$ cat config.mk
export PLATFORM = sky130hd
export DESIGN_NAME = button_event_decoder
export DESIGN_NICKNAME = d
export VERILOG_FILES = /design/src/rtl/button_event_decoder.sv
export SDC_FILE = /design/constraint.sdc
export NUM_CORES = 1
export LEC_CHECK = 0
export ABC_CLOCK_PERIOD_IN_PS = 3150
export BUFFER_PORTS_ARGS = -buffer_cell sky130_fd_sc_hd__buf_4
export CAP_MARGIN = 20
export CORE_MARGIN = 2
export CORE_UTILIZATION = 55
export CTS_CLUSTER_SIZE = 8
export DETAILED_ROUTE_END_ITERATION = 7
export PLACE_DENSITY = 0.78
export SYNTH_ARGS = -nofsm -noshare
export SYNTH_HDL_FRONTEND = slang
export SYNTH_SLANG_ARGS = --single-unit
$ cat constraint.sdc
create_clock -name clk -period 3.15 [get_ports clk]
set_input_delay 0.63 -clock clk [delete_from_list [all_inputs] [get_ports clk]]
set_output_delay 0.63 -clock clk [all_outputs]
set_load 0.02 [all_outputs]
$ cat src/rtl/button_event_decoder.sv
// Gesture classifier for a clean, debounced button level: emits one-cycle
// press/release pulses plus short-press, long-press and double-click events.
module button_event_decoder #(
    parameter int LONG_PRESS_CYCLES   = 1000,
    parameter int DOUBLE_CLICK_WINDOW = 500,
    parameter int CNT_WIDTH           = 16
) (
    input  logic clk,
    input  logic rst_n,
    input  logic debounced_in,
    output logic press_pulse,
    output logic release_pulse,
    output logic short_press,
    output logic long_press,
    output logic double_click,
    output logic busy
);

    typedef enum logic [2:0] {
        IDLE,
        PRESSED,
        LONG_HELD,
        WAIT2,
        PRESS2
    } state_t;

    // Compare against N-1: the edge at which cnt would become N is the one that acts.
    localparam logic [CNT_WIDTH-1:0] LONG_LAST = CNT_WIDTH'(LONG_PRESS_CYCLES - 1);
    localparam logic [CNT_WIDTH-1:0] WIN_LAST  = CNT_WIDTH'(DOUBLE_CLICK_WINDOW - 1);
    localparam logic [CNT_WIDTH-1:0] CNT_MAX   = {CNT_WIDTH{1'b1}};

    state_t               state;
    state_t               state_next;
    logic [CNT_WIDTH-1:0] cnt;
    logic [CNT_WIDTH-1:0] cnt_next;
    logic [CNT_WIDTH-1:0] cnt_inc;
    logic                 prev_in;
    logic                 rise;
    logic                 fall;
    logic                 short_next;
    logic                 long_next;
    logic                 double_next;

    assign rise    = debounced_in & ~prev_in;
    assign fall    = ~debounced_in & prev_in;
    assign cnt_inc = (cnt == CNT_MAX) ? cnt : cnt + CNT_WIDTH'(1);

    always_comb begin
        state_next  = state;
        cnt_next    = cnt_inc;
        short_next  = 1'b0;
        long_next   = 1'b0;
        double_next = 1'b0;

        case (state)
            IDLE: begin
                cnt_next = '0;
                if (rise) begin
                    state_next = PRESSED;
                end
            end

            // Reaching the long threshold wins over a fall sampled on the same edge.
            PRESSED: begin
                if (cnt == LONG_LAST) begin
                    long_next  = 1'b1;
                    state_next = LONG_HELD;
                end else if (fall) begin
                    state_next = WAIT2;
                end
            end

            // Level-based exit so a fall already consumed by PRESSED is still honoured.
            LONG_HELD: begin
                cnt_next = '0;
                if (rise) begin
                    state_next = PRESSED;
                end else if (!debounced_in) begin
                    state_next = IDLE;
                end
            end

            WAIT2: begin
                if (cnt == WIN_LAST) begin
                    short_next = 1'b1;
                    state_next = rise ? PRESSED : IDLE;
                end else if (rise) begin
                    state_next = PRESS2;
                end
            end

            PRESS2: begin
                if (cnt == LONG_LAST) begin
                    long_next  = 1'b1;
                    state_next = LONG_HELD;
                end else if (fall) begin
                    double_next = 1'b1;
                    state_next  = IDLE;
                end
            end

            default: begin
                state_next = IDLE;
                cnt_next   = '0;
            end
        endcase

        if (state_next != state) begin
            cnt_next = '0;
        end
    end

    always_ff @(posedge clk or negedge rst_n) begin
        if (!rst_n) begin
            state         <= IDLE;
            cnt           <= '0;
            prev_in       <= 1'b0;
            press_pulse   <= 1'b0;
            release_pulse <= 1'b0;
            short_press   <= 1'b0;
            long_press    <= 1'b0;
            double_click  <= 1'b0;
            busy          <= 1'b0;
        end else begin
            state         <= state_next;
            cnt           <= cnt_next;
            prev_in       <= debounced_in;
            press_pulse   <= rise;
            release_pulse <= fall;
            short_press   <= short_next;
            long_press    <= long_next;
            double_click  <= double_next;
            busy          <= (state_next != IDLE);
        end
    end

endmodule

==> flow_summary.toml, run 1 <==
[grt]
grt_pass1_vias = 1191
grt_pass1_wl_um = 5354
antenna_found_initial = 0
grt-ovfl-total = 0
grt_max_degree = 27
gr-usage-all-layers_pct = 20.88

[clock_tree]
cts-resized-gates = 0
clk_latency_ps = 330
hold_buffers = 0
clk_pin_slew_ps = 150
cts_setup_buffers = 0
cts_buffer_depth = 2
htreeDepth = 1
numCtsBuffers = 3
cts_sinks = 26
cts_root_buffer = "clkbuf_4"
cts_tree = "built"

[synthesis]
synth_cell_types = 51
ys_seq_area_share_pct = 42.52
ys.flop_type = "dfrtp_1"
yosys-top-cells-area = "dfrtp_1 43%, nor3_2 6.5%, nor4_2 4.9%"
yosys_warnings = 0
yosysTopAreaCell = "dfrtp_1"
syn_area_um2 = 1530
ys_ff_latch = 26
yosys.area.top_type_share_pct = 42.52
netlist_instances = 145
syn_nets = 149
synthArstFlopShare_pct = 100.0
synth.avg_cell_area_um2 = 10.55
synth_edf_count = 0

[place]
placed_area_um2 = 1590
gp_congestion = 0.9500
io_buffers = 8
dp.cells = 179
dp_hpwl_um = 2111

[routing]
ant_nets = 0
drc = 0
vias = 1180
wire_per_inst_um = 16.20
viasPerCell = 6.448
drt_iter0_drc = 40
firstDrtPassIters = 4
wl_um = 2965

[sta]
slew_violations = 0
holdWs_ps = 176.0
tns_ps = 0
finClkSkew_ps = 10.53
finalSetupViolCount = 0
hold_viol = 0
period_minus_slack_ps = 2554
period_share_pct = 81.09
rsz0062_at_grt = "no"
timing.fmax_mhz = 391.5
worstMarginPinSlew_ps = 856.4
slew_headroom_pct = 42.43

[power_and_ir_drop]
p_sw_mw = 0.3559
pwr-share-seq_pct = 42.8
pwr-share-clk_pct = 23.7
internal_power_mw = 0.6089
power_mw = 0.9648
peakVddDrop_uv = 432.6
switching_share_pct = 36.89
p_comb_share_pct = 33.5
power_density_nw_per_um2 = 587.3
total_leakage_power_nw = 0.6279

[cells_and_area]
n_antenna_cell = 0
syn_to_final_growth_pct = 7.359
final_common_cell = "dfrtp_1"
final_cell_mix = "26 x dfrtp_1, 10 x nor3_2, 9 x o21ai_0, 8 x buf_4"
layout-drive-gt1-share_pct = 28.29
fin_nets = 157
fin_cells = 183
final_area_um2 = 1643

[floorplanning]
start_util_pct = 56.46
ioPinCount = 9
fp.dieH_um = 56.75
die-area_um2 = 3220
die_x_um = 56.75
rows = 19
core_um2 = 2710

[flow_run]
maxCapViolCount = 0

[worst_setup_path]
criticalPathCategory = "flip-flop to flip-flop"
worstPathArrival_ps = 2750
required_ps = 3340
start_kind = "flip-flop"
cp_max_fo = 16
end_kind = "flip-flop"

[run_status]
outcome = "finished clean"

[min_path]
hp-class = "primary input to async pin"
Yosys cell counts, drive strengths merged (4+ instances only):
cell type and number:
dfrtp 26, nor3 17, nor4 11, nor2 9
o21ai 9, nand3 6, inv 5, nand2 5
nand4 5, or3 5, buf 4
power groups by stage:
stage / Combinational, mW / Clock, mW / Sequential, mW
CTS: 0.329 / 0.235 / 0.412
global placement: 0.320 / 0 / 0.415
global route: 0.362 / 0.244 / 0.419
detailed placement: 0.327 / 0 / 0.418
floorplan: 0.275 / 0 / 0.416
finish: 0.323 / 0.228 / 0.413
sequential cells by signal, summed over array words and instances, names as in the netlist:
| signal | cells |
|---|---|
| release_pulse | 1 |
| short_press | 1 |
| double_click | 1 |
| state | 3 |
| cnt | 16 |
| press_pulse | 1 |
| long_press | 1 |
| busy | 1 |
| prev_in | 1 |
stage by stage:
step | worst slack, ps | util (%)
after floorplan | 920.9 | -
after global placement | 717.0 | 58.68
after detailed placement | 609.2 | 58.68
after CTS | 562.9 | 60.62
after global routing | 333.8 | 60.62
final | 595.6 | 60.62
worst paths after layout:
check	start	end	slack, ps	cells after the start
setup / recovery	cnt[1]	cnt[15]	600	6
hold / removal	rst_n	cnt[4]	180	1
setup reg to reg	cnt[1]	cnt[15]	600	6
hold reg to reg	state[1]	long_press	590	1
max in group asynchronous	rst_n	cnt[13]	2730	1
min in group clk	debounced_in	prev_in	430	1
final cells by class:
cell class / count / area [um^2]
sequential: 26 / 650.6
inverter: 5 / 18.77
fill: 236 / 1067
multi-input combinational: 109 / 822.0
clock inverter: 1 / 30.03
clock buffer: 3 / 22.52
tap: 31 / 38.79
timing repair buffer: 8 / 60.06
cells by family after synthesis:
| group | share of synthesized area, % |
|---|---|
| AND/OR/NAND/NOR | 36.55 |
| flip-flops | 42.52 |
| AO/OA/AOI/OAI | 12.10 |
| buffers and inverters | 3.761 |
| XOR/XNOR | 2.290 |
| multiplexers | 1.962 |
| adder cells (fa/ha/maj) | 0.8175 |
worst max-delay path, stage by stage, from the launching register on:
cell and delay (ps):
dfrtp_1 430, ha_1 280, or4bb_1 500, nor4_2 410, a21oi_1 190, o21bai_4 490
nor3_1 120
per-layer routing:
metal | part of all wire, % | vias up | GRT usage, %
met3 | 3.9 | 9 | 2.765
met5 | 0 | - | 0
met1 | 44 | 572 | 27.81
li1 | - | 568 | -
met2 | 50 | 31 | 34.55
met4 | 2.0 | 0 | 7.973
No activity file was read; power rests on OpenSTA's default activity.
==> inputs of run 2 (changes only) <==
--- a/config.mk
+++ b/config.mk
@@ -5,7 +5,7 @@
 export SDC_FILE = /design/constraint.sdc
 export NUM_CORES = 1
 export LEC_CHECK = 0
-export ABC_CLOCK_PERIOD_IN_PS = 3150
+export ABC_CLOCK_PERIOD_IN_PS = 2500
 export BUFFER_PORTS_ARGS = -buffer_cell sky130_fd_sc_hd__buf_4
 export CAP_MARGIN = 20
 export CORE_MARGIN = 2
==> constraint.sdc (replaced) <==
create_clock -name clk -period 2.5 [get_ports clk]
set_input_delay 0.5 -clock clk [delete_from_list [all_inputs] [get_ports clk]]
set_output_delay 0.5 -clock clk [all_outputs]
set_load 0.02 [all_outputs]
==> flow_summary.toml, run 2 (synthesized netlist as in run 1, its figures left out) <==
[grt]
antenna_found_initial = 0
grt-ovfl-total = 0
grt_pass1_vias = 1156
grt_max_degree = 27
gr-usage-all-layers_pct = 20.77
grt_pass1_wl_um = 5382

[routing]
ant_nets = 0
wire_per_inst_um = 15.82
viasPerCell = 6.405
wl_met1_um = 1348
firstDrtPassIters = 4
vias = 1217
drc = 0
drt_iter0_drc = 35
wl_um = 3005
dr_wl_met2_um = 1488
dr_wl_met3_um = 130
top_layer = "met4"

[cells_and_area]
largest_register = "cnt"
layout-drive-gt1-share_pct = 31.45
final_area_um2 = 1729
final_cell_mix = "26 x dfrtp_1, 13 x buf_4, 10 x nor3_2, 9 x o21ai_0"
syn_to_final_growth_pct = 13.00
reg.largest.list = "cnt (16), state (3)"
n_antenna_cell = 0
largest_register_ffs = 16
register_area_um2 = 650.6
final_common_cell = "dfrtp_1"
final_util_pct = 63.80
fin_nets = 164
fillCellCount = 219
multi_input_area_um2 = 830.8

[worst_setup_path]
worstPathArrival_ps = 2580
cp_max_fo = 16
reg2reg_to = "cnt[4]"
criticalPathCategory = "flip-flop to flip-flop"
required_ps = 2730
start_kind = "flip-flop"
worstReg2RegStart = "cnt[0]"
ff2ff_setup_slack_ps = 160
worstRegToRegCells = 7
end_kind = "flip-flop"

[clock_tree]
cts_buffer_depth = 2
cts_tree = "built"
cts_sinks = 26
htreeDepth = 1
clk_latency_ps = 320
cts_root_buffer = "clkbuf_4"
numCtsBuffers = 3
clk_pin_slew_ps = 150
hold_buffers = 0

[sta]
hold_viol = 0
finalSetupViolCount = 0
rsz0062_at_grt = "no"
period_share_pct = 93.69
finClkSkew_ps = 7.783
timing.fmax_mhz = 426.9
slew_violations = 0
period_minus_slack_ps = 2342
worstMarginPinSlew_ps = 515.6
tns_ps = 0
slew_headroom_pct = 65.31

[power_and_ir_drop]
internal_power_mw = 0.8429
pwr-share-seq_pct = 39.5
p_sw_mw = 0.4572
power_density_nw_per_um2 = 751.9
pwr-share-clk_pct = 22.2
power_mw = 1.300
p_comb_share_pct = 38.3
total_leakage_power_nw = 0.6720
switching_share_pct = 35.17
peakVddDrop_uv = 666.6

[floorplanning]
rows = 19
core_um2 = 2710
die-area_um2 = 3220
fp.dieH_um = 56.75
ioPinCount = 9
die_x_um = 56.75
start_util_pct = 56.46

[run_status]
outcome = "finished clean"

[place]
placed_area_um2 = 1668
gp_congestion = 0.9218
io_buffers = 8
dp_hpwl_um = 2218

[flow_run]
maxCapViolCount = 0

[min_path]
hp-class = "primary input to async pin"
[run 2: final cells by class]
type / instances / share of cell area [%]
multi-input cells: 109 / 48.05
flip-flops and latches: 26 / 37.63
repair buffers: 15 / 7.959
well taps: 31 / 2.243
clock inverters: 1 / 1.737
clock buffers: 3 / 1.302
inverters: 5 / 1.085
[run 2: how the worst max path moves through the flow]
| stage | endpoint | from | slack (ps) |
|---|---|---|---|
| global route | cnt[3] | cnt[0] | 40 |
| CTS | busy | cnt[0] | 90 |
| floorplan | busy | cnt[3] | 270 |
| finish | cnt[4] | cnt[0] | 160 |
| global placement | busy | cnt[3] | 210 |
| detailed placement | busy | cnt[0] | 120 |
[run 2: per-layer routing]
layer / vias up / GRT usage [%]
met1: 588 / 28.57
met3: 4 / 2.535
met2: 41 / 34.88
met4: 0 / 5.316
li1: 584 / -
met5: - / 0
[run 2: what timing repair did]
| action | CTS | global route |
|---|---|---|
| endpoints found under the setup margin | 0 | 1 |
| gates resized for setup | 0 | 1 |
| buffers inserted | 0 | 0 |
[run 2: worst max-delay path, cell delays in order (launching register included)]
cell,delay (ps)
dfrtp_1,430
ha_1,190
or4bb_1,510
or4_4,530
nor2_2,140
nor2_4,50
buf_12,160
nor4_2,240
[run 2: power by group through the flow]
stage / registers (mW) / clock network (mW) / logic, mW
3_3_place_gp: 0.521 / 0 / 0.493
6_report: 0.514 / 0.289 / 0.497
3_5_place_dp: 0.522 / 0 / 0.504
5_1_grt: 0.523 / 0.306 / 0.543
4_1_cts: 0.513 / 0.296 / 0.508
2_1_floorplan: 0.524 / 0 / 0.346
[run 2: stage by stage]
| step | hold WS [ps] | setup WS (ps) | instances |
|---|---|---|---|
| after floorplan | 204.4 | 270.9 | 145 |
| after global placement | 415.8 | 206.3 | 186 |
| after detailed placement | 425.8 | 117.0 | 186 |
| after CTS | 60.20 | 91.97 | 190 |
| after global routing | 73.92 | 38.97 | 190 |
| final | 53.31 | 157.8 | 190 |
==> inputs of run 3 (changes only) <==
--- a/config.mk
+++ b/config.mk
@@ -7,11 +7,11 @@
 export LEC_CHECK = 0
 export ABC_CLOCK_PERIOD_IN_PS = 2500
 export BUFFER_PORTS_ARGS = -buffer_cell sky130_fd_sc_hd__buf_4
-export CAP_MARGIN = 20
 export CORE_MARGIN = 2
 export CORE_UTILIZATION = 55
 export CTS_CLUSTER_SIZE = 8
 export DETAILED_ROUTE_END_ITERATION = 7
+export MAX_ROUTING_LAYER = met4
 export PLACE_DENSITY = 0.78
 export SYNTH_ARGS = -nofsm -noshare
 export SYNTH_HDL_FRONTEND = slang
==> flow_summary.toml, run 3 (synthesized netlist as in run 1, its figures left out) <==
[sta]
worstMarginPinSlew_ps = 528.9
slew_headroom_pct = 64.42
finClkSkew_ps = 7.265
rsz0062_at_grt = "no"
timing.fmax_mhz = 426.1
slew_violations = 0
finalSetupViolCount = 0
tns_ps = 0
period_minus_slack_ps = 2347
period_share_pct = 93.87
hold_viol = 0

[routing]
drt_iter0_drc = 33
wire_per_inst_um = 15.89
ant_nets = 0
drc = 0
viasPerCell = 6.347
vias = 1206
firstDrtPassIters = 4
wl_um = 3019

[clock_tree]
clk_latency_ps = 320
hold_buffers = 0
cts_buffer_depth = 2
cts_root_buffer = "clkbuf_4"
cts_setup_buffers = 0
cts_sinks = 26
htreeDepth = 1
cts_tree = "built"
numCtsBuffers = 3
cts-resized-gates = 0
clk_pin_slew_ps = 150

[power_and_ir_drop]
p_comb_share_pct = 38.2
peakVddDrop_uv = 674.6
p_sw_mw = 0.4634
power_density_nw_per_um2 = 755.5
internal_power_mw = 0.8430
total_leakage_power_nw = 0.6720
switching_share_pct = 35.47
pwr-share-clk_pct = 22.4
pwr-share-seq_pct = 39.4

[worst_setup_path]
cp_slowest_stage_delay_ps = 510
reg2reg_to = "busy"
worstReg2RegStart = "cnt[0]"
criticalPathCategory = "flip-flop to flip-flop"
required_ps = 2710
cp_cell_sequence = "ha_1 -> or4bb_1 -> nor4_4 -> a2111oi_0 -> a211o_1 -> or3_1"
end_kind = "flip-flop"
ff2ff_setup_slack_ps = 150
cp_max_fo = 4
worstPathArrival_ps = 2560
start_kind = "flip-flop"
crit_path_top_delay_cell = "or4bb_1"
worstRegToRegCells = 6

[cells_and_area]
fin_nets = 164
reg.largest.list = "cnt (16), state (3)"
fillCellCount = 219
final_cell_mix = "26 x dfrtp_1, 13 x buf_4, 10 x nor3_2, 9 x o21ai_0"
largest_register = "cnt"
layout-drive-gt1-share_pct = 31.45
multi_input_area_um2 = 830.8
n_antenna_cell = 0
register_area_um2 = 650.6
final_common_cell = "dfrtp_1"
syn_to_final_growth_pct = 13.00
largest_register_ffs = 16
final_util_pct = 63.80

[run_status]
outcome = "finished clean"

[grt]
antenna_found_initial = 0
grt_pass1_vias = 1154
grt_max_degree = 27
grt-ovfl-total = 0
grt_pass1_wl_um = 5382
gr-usage-all-layers_pct = 21.35

[floorplanning]
ioPinCount = 9
core_um2 = 2710
die-area_um2 = 3220
die_x_um = 56.75
rows = 19
fp.dieH_um = 56.75
start_util_pct = 56.46

[place]
io_buffers = 8
gp_congestion = 0.9381
dp_hpwl_um = 2218

[min_path]
hp-class = "primary input to async pin"

[flow_run]
maxCapViolCount = 0
==> run 3: cell counts in the layout (fill, tap and decap cells not counted) <==
Identical to the previous run, type by type.
==> run 3: cell type report <==
cell class	count	area share, %
multi-input combinational	109	48.05
sequential	26	37.63
timing repair buffer	15	7.959
tap	31	2.243
clock inverter	1	1.737
clock buffer	3	1.302
inverter	5	1.085
==> run 3: power by group through the flow <==
| stage | combinational (mW) | sequential [mW] | clock (mW) |
|---|---|---|---|
| after floorplan | 0.346 | 0.524 | 0 |
| after global placement | 0.493 | 0.521 | 0 |
| after detailed placement | 0.504 | 0.522 | 0 |
| after CTS | 0.508 | 0.513 | 0.296 |
| after global routing | 0.543 | 0.523 | 0.306 |
| final | 0.499 | 0.515 | 0.292 |
==> run 3: how the worst max path moves through the flow <==
stage	from	end	slack (ps)	depth (start not counted)
after floorplan	cnt[3]	busy	270	6
after detailed placement	cnt[0]	busy	120	6
final	cnt[0]	busy	150	6
after global routing	cnt[0]	cnt[3]	40	7
after global placement	cnt[3]	busy	210	5
after CTS	cnt[0]	busy	90	6
==> run 3: critical path, delay by kind of cell, from the launching register on <==
family | cells | cell delay [ps]
DFF | 1 | 430
AOI/OAI and AO/OA | 2 | 450
adders and majority gates | 1 | 190
and+or+nand+nor | 3 | 1160
==> run 3: metal layers <==
metal	vias to the layer above	wire (um)	global-route usage (%)
li1	582	-	-
met1	581	1372	28.42
met2	41	1485	35.05
met3	2	142	2.535
met4	0	19	5.316
met5	-	0	-
==> run 3: through the flow <==
step,power [mW],cells,setup slack [ps],hold slack (ps),instance area [um^2]
after CTS,1.317,190,91.97,60.20,1720
after detailed placement,1.026,186,117.0,425.8,1668
after floorplan,0.8695,145,270.9,204.4,1530
final,1.306,190,153.2,53.04,1729
after global routing,1.372,190,39.79,74.24,1729
after global placement,1.013,186,206.3,415.8,1668
